<file path="config.mk">
export PLATFORM = sky130hd
export DESIGN_NAME = dmem_arbiter
export DESIGN_NICKNAME = d
export VERILOG_FILES = /design/src/rtl/dmem_arbiter_pkg.sv /design/src/rtl/dmem_arbiter_rr_arb2.sv /design/src/rtl/dmem_arbiter.sv
export SDC_FILE = /design/constraint.sdc
export NUM_CORES = 1
export LEC_CHECK = 0
export BUFFER_PORTS_ARGS = -buffer_cell sky130_fd_sc_hd__buf_2
export CORE_MARGIN = 5
export CORE_UTILIZATION = 45
export CTS_BUF_LIST = sky130_fd_sc_hd__clkbuf_16
export CTS_CLUSTER_SIZE = 16
export DETAILED_ROUTE_END_ITERATION = 7
export GPL_TIMING_DRIVEN = 0
export PLACE_DENSITY = 0.8
export SLEW_MARGIN = 15
export SYNTH_ARGS = -nofsm -noshare
export SYNTH_HDL_FRONTEND = slang
export SYNTH_SLANG_ARGS = --single-unit
</file>
<file path="constraint.sdc">
create_clock -name clock -period 2.3 [get_ports clock]
set_clock_uncertainty 0.15 [all_clocks]
set_input_delay 0 -clock clock [delete_from_list [all_inputs] [get_ports clock]]
set_output_delay 0 -clock clock [all_outputs]
set_load 0.03 [all_outputs]
</file>
<file path="src/rtl/dmem_arbiter_pkg.sv">
// dmem_arbiter_pkg
// Shared definitions for the data-memory arbiter:
//   - default address/data widths of the dmem port
//   - owner tags recording which requester a read belongs to
//   - lock FSM state encoding
//   - helper mapping a requester index (0 = processor, 1 = auxiliary)
//     to its owner tag
package dmem_arbiter_pkg;

    localparam int DEF_ADDR_W = 12;
    localparam int DEF_DATA_W = 32;

    localparam logic [1:0] OWN_NONE = 2'd0;
    localparam logic [1:0] OWN_PROC = 2'd1;
    localparam logic [1:0] OWN_AUX  = 2'd2;

    typedef enum logic {
        LOCK_OPEN   = 1'b0,
        LOCK_LOCKED = 1'b1
    } lock_state_t;

    function automatic logic [1:0] owner_of(input int idx);
        return (idx == 0) ? OWN_PROC : OWN_AUX;
    endfunction

endpackage

</file>
<file path="src/rtl/dmem_arbiter_rr_arb2.sv">
// rr_arb2
// Two-way grant unit, reusable wherever one single-port resource is shared
// by two masters (dmem, imem).
//   clock  : clock
//   reset  : asynchronous active-low reset
//   req[1:0] : request vector (bit 0 = requester 0, bit 1 = requester 1)
//   gnt[1:0] : one-hot (or zero) grant, combinational from req and pointer
// FIXED_PRIO = 0 : round-robin, a tie goes to the requester not granted last
// FIXED_PRIO = 1 : requester 0 always wins a tie
module rr_arb2 #(
    parameter bit FIXED_PRIO = 1'b0
) (
    input  logic       clock,
    input  logic       reset,
    input  logic [1:0] req,
    output logic [1:0] gnt
);

    // 0: requester 0 wins the next tie, 1: requester 1 wins it.
    logic prio_reg;

    generate
        if (FIXED_PRIO) begin : g_fixed
            always_comb begin
                gnt = 2'b00;
                if (req[0]) begin
                    gnt = 2'b01;
                end else if (req[1]) begin
                    gnt = 2'b10;
                end
            end
        end else begin : g_rr
            always_comb begin
                gnt = 2'b00;
                case (req)
                    2'b01:   gnt = 2'b01;
                    2'b10:   gnt = 2'b10;
                    2'b11:   gnt = prio_reg ? 2'b10 : 2'b01;
                    default: gnt = 2'b00;
                endcase
            end
        end
    endgenerate

    // Pointer moves only when something is granted, so idle cycles keep
    // the fairness history.
    always_ff @(posedge clock or negedge reset) begin
        if (!reset) begin
            prio_reg <= 1'b0;
        end else if (gnt[0]) begin
            prio_reg <= 1'b1;
        end else if (gnt[1]) begin
            prio_reg <= 1'b0;
        end
    end

endmodule

</file>
<file path="src/rtl/dmem_arbiter.sv">
// dmem_arbiter
// Shares the single-port synchronous dmem (1-cycle read latency) between the
// processor (p_*) and an auxiliary master (a_*: loader / debug / display).
// At most one access is issued per cycle; read data is routed back to the
// requester that issued the read.
// Ports:
//   clock, reset        : memory clock, asynchronous active-low reset
//   p_req/p_wren/p_addr/p_wdata : processor request
//   p_gnt/p_rvalid/p_rdata      : processor grant pulse and read return
//   a_req/a_wren/a_addr/a_wdata : auxiliary request
//   a_lock                      : auxiliary keeps ownership across grants
//   a_gnt/a_rvalid/a_rdata      : auxiliary grant pulse and read return
//   address_dmem/data/wren      : dmem port
//   q_dmem                      : dmem read data
// Optional macro DMEM_ARB_PERF_EN adds p_grant_cnt, a_grant_cnt and
// a_stall_cnt (32-bit wrapping event counters).
module dmem_arbiter
    import dmem_arbiter_pkg::*;
#(
    parameter int ADDR_W     = DEF_ADDR_W,
    parameter int DATA_W     = DEF_DATA_W,
    parameter bit FIXED_PRIO = 1'b0
) (
    input  logic              clock,
    input  logic              reset,
    input  logic              p_req,
    input  logic              p_wren,
    input  logic [ADDR_W-1:0] p_addr,
    input  logic [DATA_W-1:0] p_wdata,
    output logic              p_gnt,
    output logic              p_rvalid,
    output logic [DATA_W-1:0] p_rdata,
    input  logic              a_req,
    input  logic              a_wren,
    input  logic [ADDR_W-1:0] a_addr,
    input  logic [DATA_W-1:0] a_wdata,
    input  logic              a_lock,
    output logic              a_gnt,
    output logic              a_rvalid,
    output logic [DATA_W-1:0] a_rdata,
    output logic [ADDR_W-1:0] address_dmem,
    output logic [DATA_W-1:0] data,
    output logic              wren,
    input  logic [DATA_W-1:0] q_dmem
`ifdef DMEM_ARB_PERF_EN
    ,
    output logic [31:0]       p_grant_cnt,
    output logic [31:0]       a_grant_cnt,
    output logic [31:0]       a_stall_cnt
`endif
);

    lock_state_t       lock_state_reg, lock_state_next;
    logic              run_reg;
    logic [1:0]        req_vec;
    logic [1:0]        gnt_vec;
    logic [ADDR_W-1:0] addr_hold_reg;
    logic [DATA_W-1:0] data_hold_reg;
    logic [1:0]        owner_reg, owner_next;
    logic [1:0]        rvalid_out;
    logic [DATA_W-1:0] rdata_out [2];

    // run_reg is cleared by the asynchronous reset and set on the first edge
    // after release; gating requests with it keeps every grant (and thus
    // wren) low for as long as reset is asserted, without feeding the raw
    // reset net into combinational logic.
    always_ff @(posedge clock or negedge reset) begin
        if (!reset) begin
            run_reg <= 1'b0;
        end else begin
            run_reg <= 1'b1;
        end
    end

    // While locked the processor request is masked, which also overrides
    // fixed priority.
    assign req_vec[0] = run_reg & p_req & (lock_state_reg == LOCK_OPEN);
    assign req_vec[1] = run_reg & a_req;

    rr_arb2 #(
        .FIXED_PRIO (FIXED_PRIO)
    ) u_arb (
        .clock (clock),
        .reset (reset),
        .req   (req_vec),
        .gnt   (gnt_vec)
    );

    assign p_gnt = gnt_vec[0];
    assign a_gnt = gnt_vec[1];

    // Lock FSM: the auxiliary enters a burst by being granted with a_lock
    // high and leaves it as soon as it lowers a_lock or a_req.
    always_comb begin
        lock_state_next = lock_state_reg;
        case (lock_state_reg)
            LOCK_OPEN: begin
                if (a_gnt && a_lock) begin
                    lock_state_next = LOCK_LOCKED;
                end
            end
            LOCK_LOCKED: begin
                if (!a_lock || !a_req) begin
                    lock_state_next = LOCK_OPEN;
                end
            end
            default: lock_state_next = LOCK_OPEN;
        endcase
    end

    always_ff @(posedge clock or negedge reset) begin
        if (!reset) begin
            lock_state_reg <= LOCK_OPEN;
        end else begin
            lock_state_reg <= lock_state_next;
        end
    end

    // dmem port mux. Address/data hold their last value when idle so the
    // memory inputs do not toggle needlessly; wren is only ever high with a
    // grant. owner_next tags a read so its data can be steered next cycle.
    always_comb begin
        address_dmem = addr_hold_reg;
        data         = data_hold_reg;
        wren         = 1'b0;
        owner_next   = OWN_NONE;
        if (gnt_vec[0]) begin
            address_dmem = p_addr;
            data         = p_wdata;
            wren         = p_wren;
            owner_next   = p_wren ? OWN_NONE : OWN_PROC;
        end else if (gnt_vec[1]) begin
            address_dmem = a_addr;
            data         = a_wdata;
            wren         = a_wren;
            owner_next   = a_wren ? OWN_NONE : OWN_AUX;
        end
    end

    // The owner tag is re-registered every cycle, so a read in N followed
    // by any access in N+1 returns to the correct requester.
    always_ff @(posedge clock or negedge reset) begin
        if (!reset) begin
            addr_hold_reg <= '0;
            data_hold_reg <= '0;
            owner_reg     <= OWN_NONE;
        end else begin
            addr_hold_reg <= address_dmem;
            data_hold_reg <= data;
            owner_reg     <= owner_next;
        end
    end

    // Read return per requester: q_dmem passes straight through in the
    // return cycle and is captured so rdata holds until the next return.
    genvar gi;
    generate
        for (gi = 0; gi < 2; gi++) begin : g_ret
            localparam logic [1:0] OWN_CODE = owner_of(gi);
            logic [DATA_W-1:0] rdata_reg;

            always_ff @(posedge clock or negedge reset) begin
                if (!reset) begin
                    rdata_reg <= '0;
                end else if (owner_reg == OWN_CODE) begin
                    rdata_reg <= q_dmem;
                end
            end

            assign rvalid_out[gi] = (owner_reg == OWN_CODE);
            assign rdata_out[gi]  = rvalid_out[gi] ? q_dmem : rdata_reg;
        end
    endgenerate

    assign p_rvalid = rvalid_out[0];
    assign p_rdata  = rdata_out[0];
    assign a_rvalid = rvalid_out[1];
    assign a_rdata  = rdata_out[1];

`ifdef DMEM_ARB_PERF_EN
    always_ff @(posedge clock or negedge reset) begin
        if (!reset) begin
            p_grant_cnt <= '0;
            a_grant_cnt <= '0;
            a_stall_cnt <= '0;
        end else begin
            if (p_gnt) begin
                p_grant_cnt <= p_grant_cnt + 32'd1;
            end
            if (a_gnt) begin
                a_grant_cnt <= a_grant_cnt + 32'd1;
            end
            if (a_req && !a_gnt) begin
                a_stall_cnt <= a_stall_cnt + 32'd1;
            end
        end
    end
`endif

endmodule

</file>
# Yosys cells after proc, flatten, opt, wreduce, memory -nomap -nowiden
# Index checks and enable logic that the tools add are counted.
# classes
n_eq_ne	5
mux	19
bitwise_logic	4
reduce_logical	5
# op_table
op	n
two-way mux 32 bit	4
two-way mux 12 bit	2
two-way mux 2 bit	4
two-way mux 1 bit	7
equality test 2 bit (second input constant)	3
one-hot mux 2 bit (3 select lines)	1
equality test 2 x 1 -> 1 bit (second input constant)	2
AND 1 bit	3
logical NOT 1 bit	2
one-hot mux 1 bit (2 select lines)	1
nonzero test 2 bit	1
logical AND 1 bit	1
logical OR 1 bit	1
inverter 1 bit	1
# word_totals
reg_bits	113
in_bits	127
elab_cells	41

# Longest topological paths before layout
# Gate-level depths: netlist (run 1).
# logic_depth
depth_word	7
depth_mapped	5
ltp_nobuf	3

# By module
# Synthesis (run 1) repeated with hierarchy kept, for this count alone.
# unflattened
cells_unflattened	351
hier_area_um2	4868.4
# by_module_without_submodules
mod	n_inst	cells_each	area_per_inst_um2	seq_area_each_um2
dmem_arbiter	1	345	4814.6	2802.7
rr_arb2	1	6	53.8	25.0

# Worst setup path after synthesis (run 1)
# OpenSTA, ideal clock, no wires.
# synth_timing
path_kind	register -> output
from	reg run_reg
to	out wren
arrival_time_ps	1778
slack_ps	372
path_stages_with_launch	5
cell_sequence	dfrtp_1 and3b_1 clkbuf_1 and2_1 o21ai_0
# synth_rtl
element	line	text
start, declared	dmem_arbiter.sv:54	logic run_reg;
start signal, assigned	dmem_arbiter.sv:69	run_reg <= 1'b0;
start signal, assigned	dmem_arbiter.sv:71	run_reg <= 1'b1;
AND 1 bit (2 in series)	dmem_arbiter.sv:77	assign req_vec[0] = run_reg & p_req & (lock_state_reg == LOCK_OPEN);
equality test 2 bit / equality test 2 x 1 -> 1 bit (equally long branches)	dmem_arbiter_rr_arb2.sv:35	case (req)
one-hot mux 2 bit (3 select lines) (*)	dmem_arbiter_rr_arb2.sv:35	
via p_gnt	dmem_arbiter.sv:30	output logic p_gnt,
two-way mux 1 bit (*)	dmem_arbiter.sv:127	if (gnt_vec[0]) begin
end, declared	dmem_arbiter.sv:43	output logic wren,
# Mark *: on every way through the listed nets, which the timed path passes. The rest lies on a longest branch.

# Worst setup path in the final report (run 1)
# layout_timing
from	reg lock_state_reg
to	reg addr_hold_reg[4]
# layout_between
elab_chain_cells	6
# layout_lines
element	line	text
start, declared	dmem_arbiter.sv:53	lock_state_t lock_state_reg, lock_state_next;
start signal, assigned	dmem_arbiter.sv:115	lock_state_reg <= lock_state_next;
inverter 1 bit (*)	dmem_arbiter.sv:77	
AND 1 bit (*)	dmem_arbiter.sv:77	
equality test 2 bit / equality test 2 x 1 -> 1 bit (equally long branches)	dmem_arbiter_rr_arb2.sv:35	
one-hot mux 2 bit (3 select lines) (*)	dmem_arbiter_rr_arb2.sv:35	
two-way mux 12 bit	dmem_arbiter.sv:132	end else if (gnt_vec[1]) begin
two-way mux 12 bit (*)	dmem_arbiter.sv:127	
end signal, assigned	dmem_arbiter.sv:148	addr_hold_reg <= address_dmem;
end, declared	dmem_arbiter.sv:57	logic [ADDR_W-1:0] addr_hold_reg;
# Mark *: on every way between the ends. The rest lies on a longest branch, timed or not.
# A chain may end at the register's enable or synchronous reset.

==> results.json, run 1 <==
{
  "ant_nets": 0,
  "finalNetCount": 827,
  "holdPathStages": 5,
  "ys_types": 24,
  "fin_cells": 847,
  "placedCellCount": 684,
  "violations": "negative setup slack",
  "p_sw_share_pct": 35.73,
  "drc": 0,
  "final.setup.tns_ps": -4.737,
  "grt_max_degree": 66,
  "synth_top_area_cell": "dfrtp_1",
  "grt_pass1_wl_um": 27400,
  "cts-root-buf": "clkbuf_16",
  "grt_use_total_pct": 28.28,
  "largest_reg_flops": 64,
  "worstReg2RegEnd": "addr_hold_reg[4]",
  "gp_congestion": 0.8323,
  "route.vias.total": 4572,
  "report.final.hold_viol_count": 0,
  "period_minus_slack_ps": 2305,
  "clk_path_buf_depth": 2,
  "rsz0062_at_grt": "yes",
  "internal_power_mw": 4.951,
  "maxCapViolCount": 0,
  "dpl_worst_slack_ps": 413.0,
  "outcome": "complete, but fails checks",
  "avgSynthCellArea_um2": 14.60,
  "placementRows": 36,
  "grt_pass1_vias": 5059,
  "r2r_slack_ps": -5,
  "clock.fmax_ghz": 0.4339,
  "dp_hpwl_um": 10270,
  "leakage_nw": 4.024,
  "fin_crit_sh_pct": 100.2,
  "setup_viol": 1,
  "path_max_fanout": 10,
  "clk_pin_slew_ps": 60,
  "pwr-share-comb_pct": 36.5,
  "ys_warn_count": 0,
  "yosys-top-cells-area": "dfrtp_1 (62%), mux2_2 (16%), a221o_1 (9.7%)",
  "vdd.ir_drop.worst_mv": 0.4986,
  "wl_um": 17550,
  "cts_tree": "yes",
  "post_drt_wl_per_cell_um": 20.72,
  "dieArea_um2": 12200,
  "globalRouteOverflowTotal": 0,
  "core_area_um2": 9819,
  "antenna_found_initial": 3,
  "r2r_cells": 5,
  "clock_sinks": 113,
  "clkPwrFrac_pct": 29.7,
  "syn_inst": 311,
  "reg2reg_from": "lock_state_reg",
  "die_x_um": 110.5,
  "power_frac_seq_pct": 33.8,
  "drive_above_1_share_pct": 50.21,
  "cp_data_required_time_ps": 2430,
  "syn2layout_area_growth_pct": 71.27,
  "hp-start": "p_req",
  "start_util_pct": 46.25,
  "drtPass1Iterations": 5,
  "htree_levels": 4,
  "synth_nets": 438,
  "cp-start-kind": "register",
  "cp.arrival_ps": 2440,
  "p_per_area_nw_per_um2": 990.2,
  "ys_seq_elements": 113,
  "syn_area_um2": 4542,
  "clock_latency_ps": 410,
  "io_pins": 240,
  "power.switching_mw": 2.752,
  "numPortBuffers": 239,
  "total_power_mw": 7.703,
  "hold_path_class": "input pin to register",
  "endpoint_kind": "register",
  "hold_slack_ps": 142.8,
  "ys_seq_area_share_pct": 62.26,
  "worstSetupPathType": "register to register",
  "cts_buffers": 17,
  "fin_ws_ps": -4.737,
  "synth_top_area_share_pct": 62.26,
  "initialDrtViolationCount": 329,
  "via_per_inst": 5.398,
  "whs_endpoint": "u_arb.prio_reg",
  "slew_violations": 0,
  "die_y_um": 110.5
}
## what timing repair did
item,CTS,global route
resized for setup,1,18
endpoints found under the hold margin,225,0
gates cloned,0,0
pin swaps,0,1
hold buffers,127,0
buffers inserted,0,3
endpoints found under the setup margin,17,78
## power by group through the flow
| stage | Clock (mW) | Sequential, mW | Combinational (mW) |
|---|---|---|---|
| 6_report | 2.29 | 2.61 | 2.81 |
| 3_5_place_dp | 0 | 2.61 | 2.42 |
| 4_1_cts | 2.30 | 2.59 | 2.73 |
| 5_1_grt | 2.42 | 2.64 | 2.94 |
| 2_1_floorplan | 0 | 2.56 | 1.69 |
| 3_3_place_gp | 0 | 2.58 | 2.36 |
## worst max-delay path, cell delays in order, from the launching register on
cell	delay (ps)
dfrtp_1	400
and2b_2	290
a21oi_4	120
clkbuf_4	210
a221o_1	410
dlygate4sd3_1	600
## worst max-delay path by stage
| stage | start | end | slack, ps | cells after the start |
|---|---|---|---|---|
| 3_5_place_dp | owner_reg[0] | a_rdata[5] | 410 | 5 |
| 5_1_grt | lock_state_reg | addr_hold_reg[4] | -30 | 5 |
| 2_1_floorplan | run_reg | wren | 370 | 4 |
| 6_report | lock_state_reg | addr_hold_reg[4] | -5 | 5 |
| 3_3_place_gp | reset | addr_hold_reg[10] | -120 | 1 |
| 4_1_cts | lock_state_reg | data[25] | 30 | 5 |
## cells in the mapped netlist (all sizes together)
cell	n
dfrtp	113
mux2	64
a221o	44
and3	44
buf	18
clkbuf	7
nor2b	3
inv	2
nand2	2
nand3	2
o21ai	2
a21boi	1
a21oi	1
a31oi	1
and2	1
and2b	1
and3b	1
conb	1
nand2b	1
nor2	1
o211a	1
## layout by cell type (no fill, tap or decap), types with 4 or more instances in the layout
cell	count
mux2_2	64
dlygate4sd3_1	127
clkbuf_16	17
buf_2	246
inv_1	6
and3_1	44
buf_6	5
dfrtp_1	112
a221o_1	44
clkbuf_2	4
buf_4	6
clkinv_2	4
## layout make-up
cell class / count / area [um^2]
sequential: 113 / 2829
clock buffer: 17 / 425.4
inverter: 2 / 7.507
buffer: 25 / 161.4
clock inverter: 13 / 83.83
multi-input combinational: 171 / 1574
fill: 557 / 2041
tap: 133 / 166.4
antenna: 3 / 7.507
timing repair buffer: 370 / 2524
## logic make-up (layout without fill, tap and decap cells)
kind of cell    Yosys count  count (layout)  synth area share (%)
other cells               1               4               0.08257
compound gates           50              50                 10.88
flops                   113             113                 62.26
buf+inv                  27             427                 3.278
simple gates             56              56                 7.631
mux                      64              64                 15.87
## metal layers
metal	vias up	wire, um	track usage, %
li1	1968	-	-
met1	2281	6327	30.82
met2	279	9207	50.12
met3	44	1494	9.245
met4	0	518	12.23
met5	-	0	0
## stage by stage
| step | util [%] | cell area, um^2 |
|---|---|---|
| 3_3_place_gp | 60.13 | 5904 |
| 2_1_floorplan | - | 4542 |
| 4_1_cts | 78.62 | 7720 |
| 3_5_place_dp | 60.47 | 5938 |
| 6_report | 79.22 | 7779 |
| 5_1_grt | 79.22 | 7779 |
(Power assumes the default switching activity.)
==> run 2: changes to the inputs <==
Settings changed: ABC_AREA from default to 1, PLACE_DENSITY 0.8 to 0.78.
==> results.json, run 2 <==
{
  "vdd.ir_drop.worst_mv": 0.4768,
  "outcome": "finished clean",
  "synth.most_common_cell": "nand2_1",
  "p_per_area_nw_per_um2": 964.4,
  "endpoint_kind": "output pin",
  "most-common-layout-cells": "buf_2 (263), nand2_1 (157), nand3_1 (133)",
  "crit_family": "simple AND/OR/NAND/NOR gates",
  "grt_max_degree": 71,
  "drtPass1Iterations": 5,
  "fin_crit_sh_pct": 96.82,
  "initialDrtViolationCount": 490,
  "setup_viol": 0,
  "internal_power_mw": 5.004,
  "syn_area_um2": 5056,
  "syn_inst": 605,
  "power.switching_mw": 3.030,
  "final.setup.tns_ps": 0,
  "io_pins": 240,
  "period_minus_slack_ps": 2227,
  "finalNetCount": 1118,
  "die_x_um": 116,
  "synth_top_area_share_pct": 55.93,
  "leakage_nw": 4.675,
  "synth_top_area_cell": "dfrtp_1",
  "avgSynthCellArea_um2": 8.357,
  "synth_nets": 732,
  "cp.buffers_inverters": 3,
  "multiInputGateArea_um2": 1687,
  "syn2layout_area_growth_pct": 64.76,
  "antenna_found_initial": 1,
  "grt_pass1_vias": 6075,
  "mostFrequentLayoutCell": "buf_2",
  "ys_types": 19,
  "clk_pin_slew_ps": 50,
  "grt_pass1_wl_um": 29750,
  "dieArea_um2": 13460,
  "reg2reg_from": "lock_state_reg",
  "synthArstFlopShare_pct": 100.0,
  "drc": 0,
  "cp_data_required_time_ps": 2150,
  "slowest_delay_ps": 450,
  "cts_tree": "yes",
  "cts_setup_buffers": 0,
  "ys_seq_area_share_pct": 55.93,
  "htree_levels": 4,
  "placementRows": 38,
  "final_area_um2": 8330,
  "fillers": 711,
  "total_power_mw": 8.034,
  "yosys-top-cells-area": "dfrtp_1 (56%), nand3_1 (13%), nand2_1 (12%)",
  "fin_cells": 1144,
  "ant_nets": 0,
  "rsz0062_at_grt": "yes",
  "numPortBuffers": 239,
  "cts-root-buf": "clkbuf_16",
  "hp-start": "p_req",
  "start_util_pct": 46.24,
  "largest_reg_flops": 64,
  "register_area_um2": 2828,
  "worstSetupPathType": "register to output pin",
  "clock.fmax_ghz": 0.4491,
  "synth-edff-count": 0,
  "placedCellCount": 985,
  "die_y_um": 116,
  "cpMostUsedCell": "buf_2",
  "dp_hpwl_um": 11070,
  "gp_congestion": 0.8193,
  "post_drt_wl_per_cell_um": 16.36,
  "path_cells": "inv_2, nand3_4, nand2_2, buf_2, nand3_1, nand2_1, buf_2",
  "slew_headroom_pct": 64.33,
  "cp.arrival_ps": 2080,
  "power_frac_seq_pct": 31.9,
  "cts_buffers": 17,
  "path_max_fanout": 10,
  "post-route-util_pct": 76.18,
  "maxCapViolCount": 0,
  "pwr-share-comb_pct": 35.8,
  "slowest_stage": "dfrtp_1",
  "ys_seq_elements": 113,
  "wl_um": 18720,
  "place_area_um2": 6461,
  "n_antenna_cell": 0,
  "globalRouteOverflowTotal": 0,
  "report.final.hold_viol_count": 0,
  "drive_above_1_share_pct": 31.37,
  "yosys_most_used_dff": "dfrtp_1",
  "cp-start-kind": "register",
  "max_slew.worst_pin.slew_ps": 535.0,
  "route.vias.total": 5788,
  "synth_common_cells": "nand2_1 (157), nand3_1 (133), dfrtp_1 (113)",
  "clock_latency_ps": 390,
  "via_per_inst": 5.059,
  "core_area_um2": 10940,
  "grt_use_total_pct": 28.13,
  "clock_sinks": 113,
  "hold_path_class": "input pin to register",
  "clkPwrFrac_pct": 32.3,
  "clk_path_buf_depth": 2,
  "p_sw_share_pct": 37.71,
  "ys_warn_count": 0,
  "slew_violations": 0,
  "startpoint": "lock_state_reg"
}
## run 2: final timing paths
| kind | cells past startpoint | to | slack (ps) |
|---|---|---|---|
| setup / recovery | 7 | data[20] | 70 |
| hold / removal | 5 | owner_reg[1] | 130 |
| setup reg to reg | 7 | data_hold_reg[20] | 80 |
| hold reg to reg | 2 | g_ret[1].rdata_reg[1] | 340 |
| max in group asynchronous | 4 | addr_hold_reg[10] | 1160 |
| min in group asynchronous | 4 | g_ret[0].rdata_reg[16] | 530 |
## run 2: layout make-up
class                   instances  share of cell area, %
well taps                     140                  2.103
multi-input cells             367                  20.25
flip-flops and latches        113                  33.94
clock inverters                15                  1.923
clock buffers                  17                  5.107
repair buffers                367                  30.14
inverters                      85                  3.830
plain buffers                  40                  2.704
## run 2: power groups by stage
stage	clock network, mW	logic (mW)	registers [mW]
after CTS	2.63	2.80	2.56
final	2.59	2.88	2.56
after global routing	2.72	3.09	2.60
after floorplan	0	1.68	2.57
after detailed placement	0	2.48	2.59
after global placement	0	2.44	2.57
## run 2: what timing repair did
action | in CTS | in global routing
gates resized for setup | 0 | 3
setup endpoints to repair | 0 | 13
hold buffers | 127 | 0
hold endpoints to repair | 224 | 0
## run 2: worst min-delay path, delay by kind of cell
kind                   cells  cell delay, ps
and+or+nand+nor            4             500
buffers and inverters      1             130
## run 2: through the flow
step | setup slack (ps) | hold slack, ps
6_report | 73.23 | 131.9
5_1_grt | -14.96 | 167.1
4_1_cts | 124.3 | 117.0
3_5_place_dp | 556.0 | -195.7
3_3_place_gp | -226.6 | 23.90
2_1_floorplan | 261.0 | -445.6
## run 2: logic make-up after synthesis
logic type	count (synthesis)	share of synthesized area, %
AOI/OAI and AO/OA	67	6.681
DFF	113	55.93
buffers and inverters	125	10.71
and+or+nand+nor	299	26.60
other	1	0.07417
## run 2: layer usage
layer / track usage [%] / up-vias / share of wire (%) / routed length (um)
met3: 7.833 / 76 / 9.2 / 1725
li1: - / 2696 / - / -
met1: 32.65 / 2677 / 37 / 6986
met4: 14.23 / 2 / 3.9 / 737
met5: 0 / - / 0.064 / 12
met2: 47.72 / 337 / 49 / 9254
